[config.mk]
export PLATFORM = sky130hd
export DESIGN_NAME = elevator_motion_ctrl
export DESIGN_NICKNAME = d
export VERILOG_FILES = /design/src/rtl/elevator_motion_ctrl.sv
export SDC_FILE = /design/constraint.sdc
export NUM_CORES = 1
export LEC_CHECK = 0
export ABC_AREA = 1
export CAP_MARGIN = 20
export CORE_MARGIN = 1.5
export CORE_UTILIZATION = 40
export DETAILED_ROUTE_END_ITERATION = 6
export SLEW_MARGIN = 15
export SYNTH_ARGS = -nofsm -noshare
export SYNTH_HDL_FRONTEND = slang
export SYNTH_SLANG_ARGS = --single-unit
[constraint.sdc]
create_clock -name clk -period 3.25 [get_ports clk]
set_clock_uncertainty 0.2 [all_clocks]
set_input_delay 0.65 -clock clk [delete_from_list [all_inputs] [get_ports clk]]
set_output_delay 0.65 -clock clk [all_outputs]
set_load 0.02 [all_outputs]
[src/rtl/elevator_motion_ctrl.sv]
// Elevator car motion and door controller for a 6-floor shaft.
// Follows the target floor from the destination computer, steps the car
// one floor every FLOOR_TICKS cycles, holds the door for DOOR_TICKS cycles
// and pulses request-clear strobes for the floor being served.
module elevator_motion_ctrl #(
    parameter int unsigned FLOOR_TICKS = 50,
    parameter int unsigned DOOR_TICKS  = 30
) (
    input  logic       clk,
    input  logic       rst,
    input  logic [2:0] des,
    input  logic       des_valid,
    input  logic [5:0] req_in,
    input  logic [9:0] req_out,
    output logic [2:0] now,
    output logic       dir,
    output logic       moving,
    output logic       door_open,
    output logic       arrive,
    output logic [5:0] clr_in,
    output logic [9:0] clr_out
);

    typedef enum logic [1:0] {
        S_IDLE = 2'd0,
        S_MOVE = 2'd1,
        S_DOOR = 2'd2
    } state_t;

    localparam logic [15:0] FLOOR_LAST = 16'(FLOOR_TICKS - 1);
    localparam logic [15:0] DOOR_LAST  = 16'(DOOR_TICKS - 1);

    state_t      state_q;
    logic [15:0] cnt_q;
    logic [2:0]  now_q;
    logic        dir_q;
    logic        moving_q;
    logic        door_q;
    logic        arrive_q;
    logic [5:0]  clr_in_q;
    logic [9:0]  clr_out_q;

    // Pending requests are resolved by the destination computer; clears are
    // issued unconditionally, so the raw request vectors are not consulted.
    logic unused_req;
    assign unused_req = ^{req_in, req_out};

    // Hall-call bit for the up button at floor f (exists on floors 1..5).
    function automatic logic [9:0] up_call(input logic [2:0] f);
        logic [9:0] m;
        m = '0;
        case (f)
            3'd1:    m[0] = 1'b1;
            3'd2:    m[2] = 1'b1;
            3'd3:    m[4] = 1'b1;
            3'd4:    m[6] = 1'b1;
            3'd5:    m[8] = 1'b1;
            default: m = '0;
        endcase
        return m;
    endfunction

    // Hall-call bit for the down button at floor f (exists on floors 2..6).
    function automatic logic [9:0] down_call(input logic [2:0] f);
        logic [9:0] m;
        m = '0;
        case (f)
            3'd2:    m[1] = 1'b1;
            3'd3:    m[3] = 1'b1;
            3'd4:    m[5] = 1'b1;
            3'd5:    m[7] = 1'b1;
            3'd6:    m[9] = 1'b1;
            default: m = '0;
        endcase
        return m;
    endfunction

    // A car arriving while travelling clears the call in its direction; at the
    // terminal floors only one call button exists, so that one is cleared.
    function automatic logic [9:0] moving_call(input logic [2:0] f, input logic d);
        logic [9:0] m;
        if (d) m = (f == 3'd6) ? down_call(f) : up_call(f);
        else   m = (f == 3'd1) ? up_call(f)   : down_call(f);
        return m;
    endfunction

    // Car-button bit for floor f.
    function automatic logic [5:0] car_call(input logic [2:0] f);
        return 6'(6'd1 << (f - 3'd1));
    endfunction

    // Out-of-range floor codes are treated as "nothing to do".
    logic des_ok;
    assign des_ok = des_valid && (des != 3'd0) && (des != 3'd7);

    // Floor the car reaches at the next boundary, clamped to 1..6.
    logic [2:0] next_floor;
    logic       keep_moving;
    always_comb begin
        next_floor = now_q;
        if (dir_q && (now_q != 3'd6))
            next_floor = now_q + 3'd1;
        else if (!dir_q && (now_q != 3'd1))
            next_floor = now_q - 3'd1;
    end

    // Target still lies strictly past the floor being entered.
    assign keep_moving = des_ok && (dir_q ? (des > next_floor) : (des < next_floor));

    // Motion/door state machine with all outputs held in registers.
    always_ff @(posedge clk or posedge rst) begin
        if (rst) begin
            state_q   <= S_IDLE;
            cnt_q     <= '0;
            now_q     <= 3'd1;
            dir_q     <= 1'b1;
            moving_q  <= 1'b0;
            door_q    <= 1'b0;
            arrive_q  <= 1'b0;
            clr_in_q  <= '0;
            clr_out_q <= '0;
        end else begin
            // Pulses last one cycle unless re-armed below.
            arrive_q  <= 1'b0;
            clr_in_q  <= '0;
            clr_out_q <= '0;
            case (state_q)
                S_IDLE: begin
                    if (des_ok) begin
                        cnt_q <= '0;
                        if (des == now_q) begin
                            state_q   <= S_DOOR;
                            door_q    <= 1'b1;
                            arrive_q  <= 1'b1;
                            clr_in_q  <= car_call(now_q);
                            clr_out_q <= up_call(now_q) | down_call(now_q);
                        end else begin
                            state_q  <= S_MOVE;
                            dir_q    <= (des > now_q);
                            moving_q <= 1'b1;
                        end
                    end
                end
                S_MOVE: begin
                    if (cnt_q == FLOOR_LAST) begin
                        now_q <= next_floor;
                        cnt_q <= '0;
                        if (des_ok && (des == next_floor)) begin
                            state_q   <= S_DOOR;
                            moving_q  <= 1'b0;
                            door_q    <= 1'b1;
                            arrive_q  <= 1'b1;
                            clr_in_q  <= car_call(next_floor);
                            clr_out_q <= moving_call(next_floor, dir_q);
                        end else if (!keep_moving) begin
                            state_q  <= S_IDLE;
                            moving_q <= 1'b0;
                        end
                    end else begin
                        cnt_q <= cnt_q + 16'd1;
                    end
                end
                S_DOOR: begin
                    if (cnt_q == DOOR_LAST) begin
                        state_q <= S_IDLE;
                        door_q  <= 1'b0;
                        cnt_q   <= '0;
                    end else begin
                        cnt_q <= cnt_q + 16'd1;
                    end
                end
                default: begin
                    state_q  <= S_IDLE;
                    moving_q <= 1'b0;
                    door_q   <= 1'b0;
                    cnt_q    <= '0;
                end
            endcase
        end
    end

    assign now       = now_q;
    assign dir       = dir_q;
    assign moving    = moving_q;
    assign door_open = door_q;
    assign arrive    = arrive_q;
    assign clr_in    = clr_in_q;
    assign clr_out   = clr_out_q;

endmodule

Yosys cells after proc, flatten, opt, wreduce, memory -nomap -nowiden
Index checks and enable logic that the tools add are counted.
{"block": "word_totals", "register_bits": 41, "in_bits": 22, "out_inout_bits": 23}
{"block": "classes", "add_sub_neg": 4, "order_cmp": 3, "n_eq_ne": 28, "n_shift": 2, "mux": 77, "bitwise_logic": 3, "reduce_logical": 14}
{"operator": "2-to-1 mux 10 bit", "count": 7}
{"operator": "2-to-1 mux 1 bit", "count": 48}
{"operator": "2-to-1 mux 16 bit", "count": 3}
{"operator": "one-hot mux 16 bit (3 select lines)", "count": 1}
{"operator": "2-to-1 mux 6 bit", "count": 4}
{"operator": "one-hot mux 10 bit (2 select lines)", "count": 1}
{"operator": "equality test 3 bit, second input constant", "count": 6}
{"operator": "adder 16 x 1 -> 16 bit, second input constant", "count": 1}
{"operator": "equality test 16 x 5 -> 1 bit, second input constant", "count": 1}
{"operator": "equality test 16 x 6 -> 1 bit, second input constant", "count": 1}
{"operator": "equality test 3 x 2 -> 1 bit, second input constant", "count": 4}
{"operator": "2-to-1 mux 2 bit", "count": 6}
{"operator": "!= test 2 bit, second input constant", "count": 6}
{"operator": "one-hot mux 6 bit (2 select lines)", "count": 1}
{"operator": "<< shifter 1 x 3 -> 6 bit, first input constant", "count": 2}
{"operator": "OR 10 bit", "count": 1}
{"operator": "AND reduction 5 bit", "count": 2}
{"operator": "!= test 3 bit, second input constant", "count": 3}
{"operator": "equality test 3 x 1 -> 1 bit, second input constant", "count": 2}
{"operator": "equality test 3 bit", "count": 2}
{"operator": "greater-than comparator 3 bit", "count": 2}
{"operator": "logical AND 1 bit", "count": 6}
{"operator": "2-to-1 mux 3 bit", "count": 2}
{"operator": "one-hot mux 1 bit (3 select lines)", "count": 2}
{"operator": "15 further kinds", "count": 17}

Logic depth before layout (Yosys ltp)
Gate-level depths: netlist of the first run.
{"block": "logic_depth", "ltp_word": 11, "ltp_mapped": 17, "depth_no_buf": 17}

Least setup slack after synthesis of the first run
OpenSTA, ideal clock, no wires.
{"block": "synth_timing", "path_kind": "register -> register", "start": "reg now_q[0] (netlist: now[0])", "end": "reg state_q[0]", "arrival_ps": 2397, "setup_slack_ps": 537, "path_stages_with_launch": 16, "n_path_buf": 0, "cell_sequence": "dfstp_2 inv_1 ha_1 or2_2 nand2_1 o21ai_0 nand2_1 ha_1 nand2_1 clkinv_2 nand2_1 nand3_1 nand3_1 nand2_1 nand2_1 nand2_1"}
{"block": "synth_via", "elab_chain_cells": 9, "word_cells_on_any_way": 22, "cone_classes": "2 x add/sub; 2 x order compare; 5 x eq/ne; 8 x mux; 5 x reduce/logical"}
{"item": "start, declared", "line_no": "35", "text": "logic [2:0] now_q;"}
{"item": "start signal, assigned", "line_no": "146", "text": "now_q <= next_floor;"}
{"item": "branches (longest 9 deep; another with subtractor 3 x 1 -> 3 bit)"}
{"item": "end signal, assigned", "line_no": "113", "text": "state_q <= S_IDLE;"}
{"item": "end signal, assigned", "line_no": "132", "text": "state_q <= S_DOOR;"}
{"item": "end signal, assigned", "line_no": "138", "text": "state_q <= S_MOVE;"}
{"item": "end, declared", "line_no": "33", "text": "state_t state_q;"}
Several ways; the timed one is not identified. The select of a mux whose other input is x is not followed.
A chain may end at the register's enable or synchronous reset.

Final worst setup path of the first run
Ends and elaborated chain as after synthesis.

==> results of run 1 <==
## final timing paths
kind / to / slack [ps] / cells past startpoint
max in group asynchronous: dir / 1900 / 3
min: moving / 290 / 2
min in group asynchronous: cnt_q[5] / 590 / 3
min reg2reg: moving / 290 / 2
max: state_q[0] / 300 / 15
max reg2reg: state_q[0] / 300 / 15
## metal layers
layer | up-vias | part of all wire [%] | wire length [µm] | track usage [%]
li1 | 1133 | - | - | -
met1 | 997 | 51 | 2676 | 22.84
met2 | 36 | 44 | 2324 | 26.24
met3 | 5 | 3.7 | 193 | 3.181
met4 | 0 | 0.90 | 47 | 3.333
met5 | - | 0 | 0 | 0
## per-stage QoR
stage | area (µm²) | instances
after global placement | 2940 | 433
after floorplan | 2565 | 330
after global routing | 3030 | 440
final | 3030 | 440
after detailed placement | 2940 | 433
after CTS | 3030 | 440
## registers in the layout (all words and copies together) (netlist names)
| signal | count |
|---|---|
| arrive | 1 |
| clr_in | 6 |
| clr_out | 10 |
| cnt_q | 16 |
| dir | 1 |
| door_open | 1 |
| moving | 1 |
| now | 3 |
| state_q | 2 |
## cells in the final DEF (no fill, tap or decap), types with 2 or more instances in the layout
cell             netlist  final
a211oi_1               2      2
a21oi_1                4      4
buf_4                  1      4
clkbuf_8               0      6
clkdlybuf4s50_1        0     28
dfrtp_1               39     39
dfstp_2                2      2
ha_1                  17     17
inv_1                 45     45
inv_2                  3      3
nand2_1               79     79
nand2_2                5      5
nand2_4                3      3
nand3_1               35     35
nand3_2                2      2
nand4_1                5      5
nor2_1                32     32
nor3_1                10     10
nor4_1                 3      3
o21ai_0               15     15
o21ai_1                3      3
o21ai_2                6      6
xor2_1                 7      7
## synthesized netlist by cell type (4+ instances only)
cell and count:
a21oi_1 4, dfrtp_1 39, ha_1 17, inv_1 45, nand2_1 79, nand2_2 5
nand3_1 35, nand4_1 5, nor2_1 32, nor3_1 10, o21ai_0 15, o21ai_2 6
xor2_1 7
## power by group
| group | total, µW | switching, µW | internal [µW] |
|---|---|---|---|
| registers | 581 | 33.7 | 547 |
| clock network | 336 | 169 | 168 |
| logic | 604 | 406 | 198 |
| total | 1520 | 608 | 913 |
## layout make-up
type,count,area (µm²)
Clock buffer,6,82.58
Clock inverter,1,7.507
Fill cell,598,3030
Inverter,49,185.2
Multi-Input combinational cell,236,1323
Sequential cell,41,1028
Tap cell,75,93.84
Timing Repair Buffer,32,310.3
## kinds of logic (layout without fill, tap and decap cells)
kind of cell / count (synthesis) / count (layout) / share of synthesized area, %
buffers and inverters: 53 / 88 / 8.341
flip-flops: 41 / 41 / 40.10
adder cells (fa/ha/maj): 17 / 17 / 8.293
AND/OR/NAND/NOR: 179 / 179 / 32.88
AO/OA/AOI/OAI: 33 / 33 / 8.000
XOR/XNOR: 7 / 7 / 2.390
## tightest hold or removal path: stages, from the launching register on
cell,delay [ps]
dfrtp_1,360
nand2_1,50
nand2_1,50
==> metrics, run 1 <==
total wire length 5.242 mm; Mapped Nets 369; TNS Setup 0 ps; CTS Buffer Depth 2; die area 0.006901 mm²; critical path's largest stage delay about 630 ps; TritonCTS clock tree built; Hold Crit Class reg2reg; Congestion Overflow GR 0; post-DP HPWL just over 4 mm; post-layout net count 404; critical path startpoint category flip-flop; predominant post-synthesis flop cell dfrtp_1; maximum VDD drop ~450 µV; leakage dissipation roughly 0.0014 µW; cell taking the most area after synthesis dfrtp_1; vias in the first global route 2071; Num CTS Buffers 5; Total Power about 1500 µW; Hold Vio Cnt, Final 0; initial antenna violation count 0; Mapped Area about 0.0026 mm²; Site Rows 28; Power Density 501.8 mW/mm²; Top cell by count, worst path nand2_1; IO Pins 45; CP required 3230 ps; Max Slew Vio Count 0; synth warn 0; global-route wire length before repair 9.377 mm; largest net degree at the start of global routing 42; DRC 0; actual slew at the worst max-slew pin 504.5 ps; CP Capture Type flip-flop; CP max stage cell dfstp_2; clk sinks ~40; Rel. slew slack 66.36%; ratio of cells with drive above 1 in the final layout a little over a tenth; max cap viols 0; worst-skew pair later-pin latency 290 ps; Final Util approximately 50%; status completed; die span in y 83.08 µm; clock root buffer clkbuf_8; worst setup margin between 200 and 300 ps; CP Max Fanout 7; clock slew at reported path FFs ~80 ps; final setup violation count 0; crit path buf inv count 2; core area between 0.006 and 0.007 mm²; Placer Congestion slightly above 0.8; die width a little over 80 µm; # diodes 0; pre-CTS setup slack ~300 ps; Avg Vias per Cell 4.934; Worst EP arrival ~3000 ps; WS Path Type reg2reg; hold_sp moving; hold slack final 285.8 ps; fmax around 0.34 GHz; RSZ-0062 raised after global routing no; register bit total from synthesis ~40; H-tree depth 2; FF-to-FF Start now[0]; drt first pass iters 5; Netlist cell types 32; fraction of registers with async set/reset between 90% and 100%; PortBufs 28; WL/cell 11.91 µm; Critical Path Source now[0]; Post-synth EDFFs 0; Gate Count Post-Synth 330; Starting Density 42.32%; final worst path period need between 2000 and 3000 ps; Seq/Total Area, Yosys roughly 40%; ranking of synthesized cells by area dfrtp_1 38%, nand2_1 12%, ha_1 8.3%; Period Utilization, post-route approximately nine tenths; Post-CTS Resized 0; Post-CTS Setup Inserts 0; Area Growth Syn to Fin 18.15%; DRT antenna net count 0; GRT Resource Usage Total 16.28%; DRT iter0 DRCs 96; mean post-synth cell area 7.773 µm²; top cell family by delay on the critical path simple AND/OR/NAND/NOR gates; Post-CTS Hold Buffers 0; area share of the largest cell type after synthesis about two fifths; crit-path cells inv_1 -> ha_1 -> or2_2 -> nand2_1 -> o21ai_0 -> nand2_1 -> ha_1 -> nand2_1 -> clkinv_2 -> nand2_1 -> nand3_1 -> nand3_1 -> nand2_1 -> nand2_1 -> nand2_1; vias about 2200
(Power assumes the default switching activity.)
==> run 2: changes to the inputs <==
--- a/config.mk
+++ b/config.mk
@@ -6,7 +6,6 @@
 export NUM_CORES = 1
 export LEC_CHECK = 0
 export ABC_AREA = 1
-export CAP_MARGIN = 20
 export CORE_MARGIN = 1.5
 export CORE_UTILIZATION = 40
 export DETAILED_ROUTE_END_ITERATION = 6
==> results of run 2 <==
No change in the layout: final DEF, timing and power equal those of run 1.
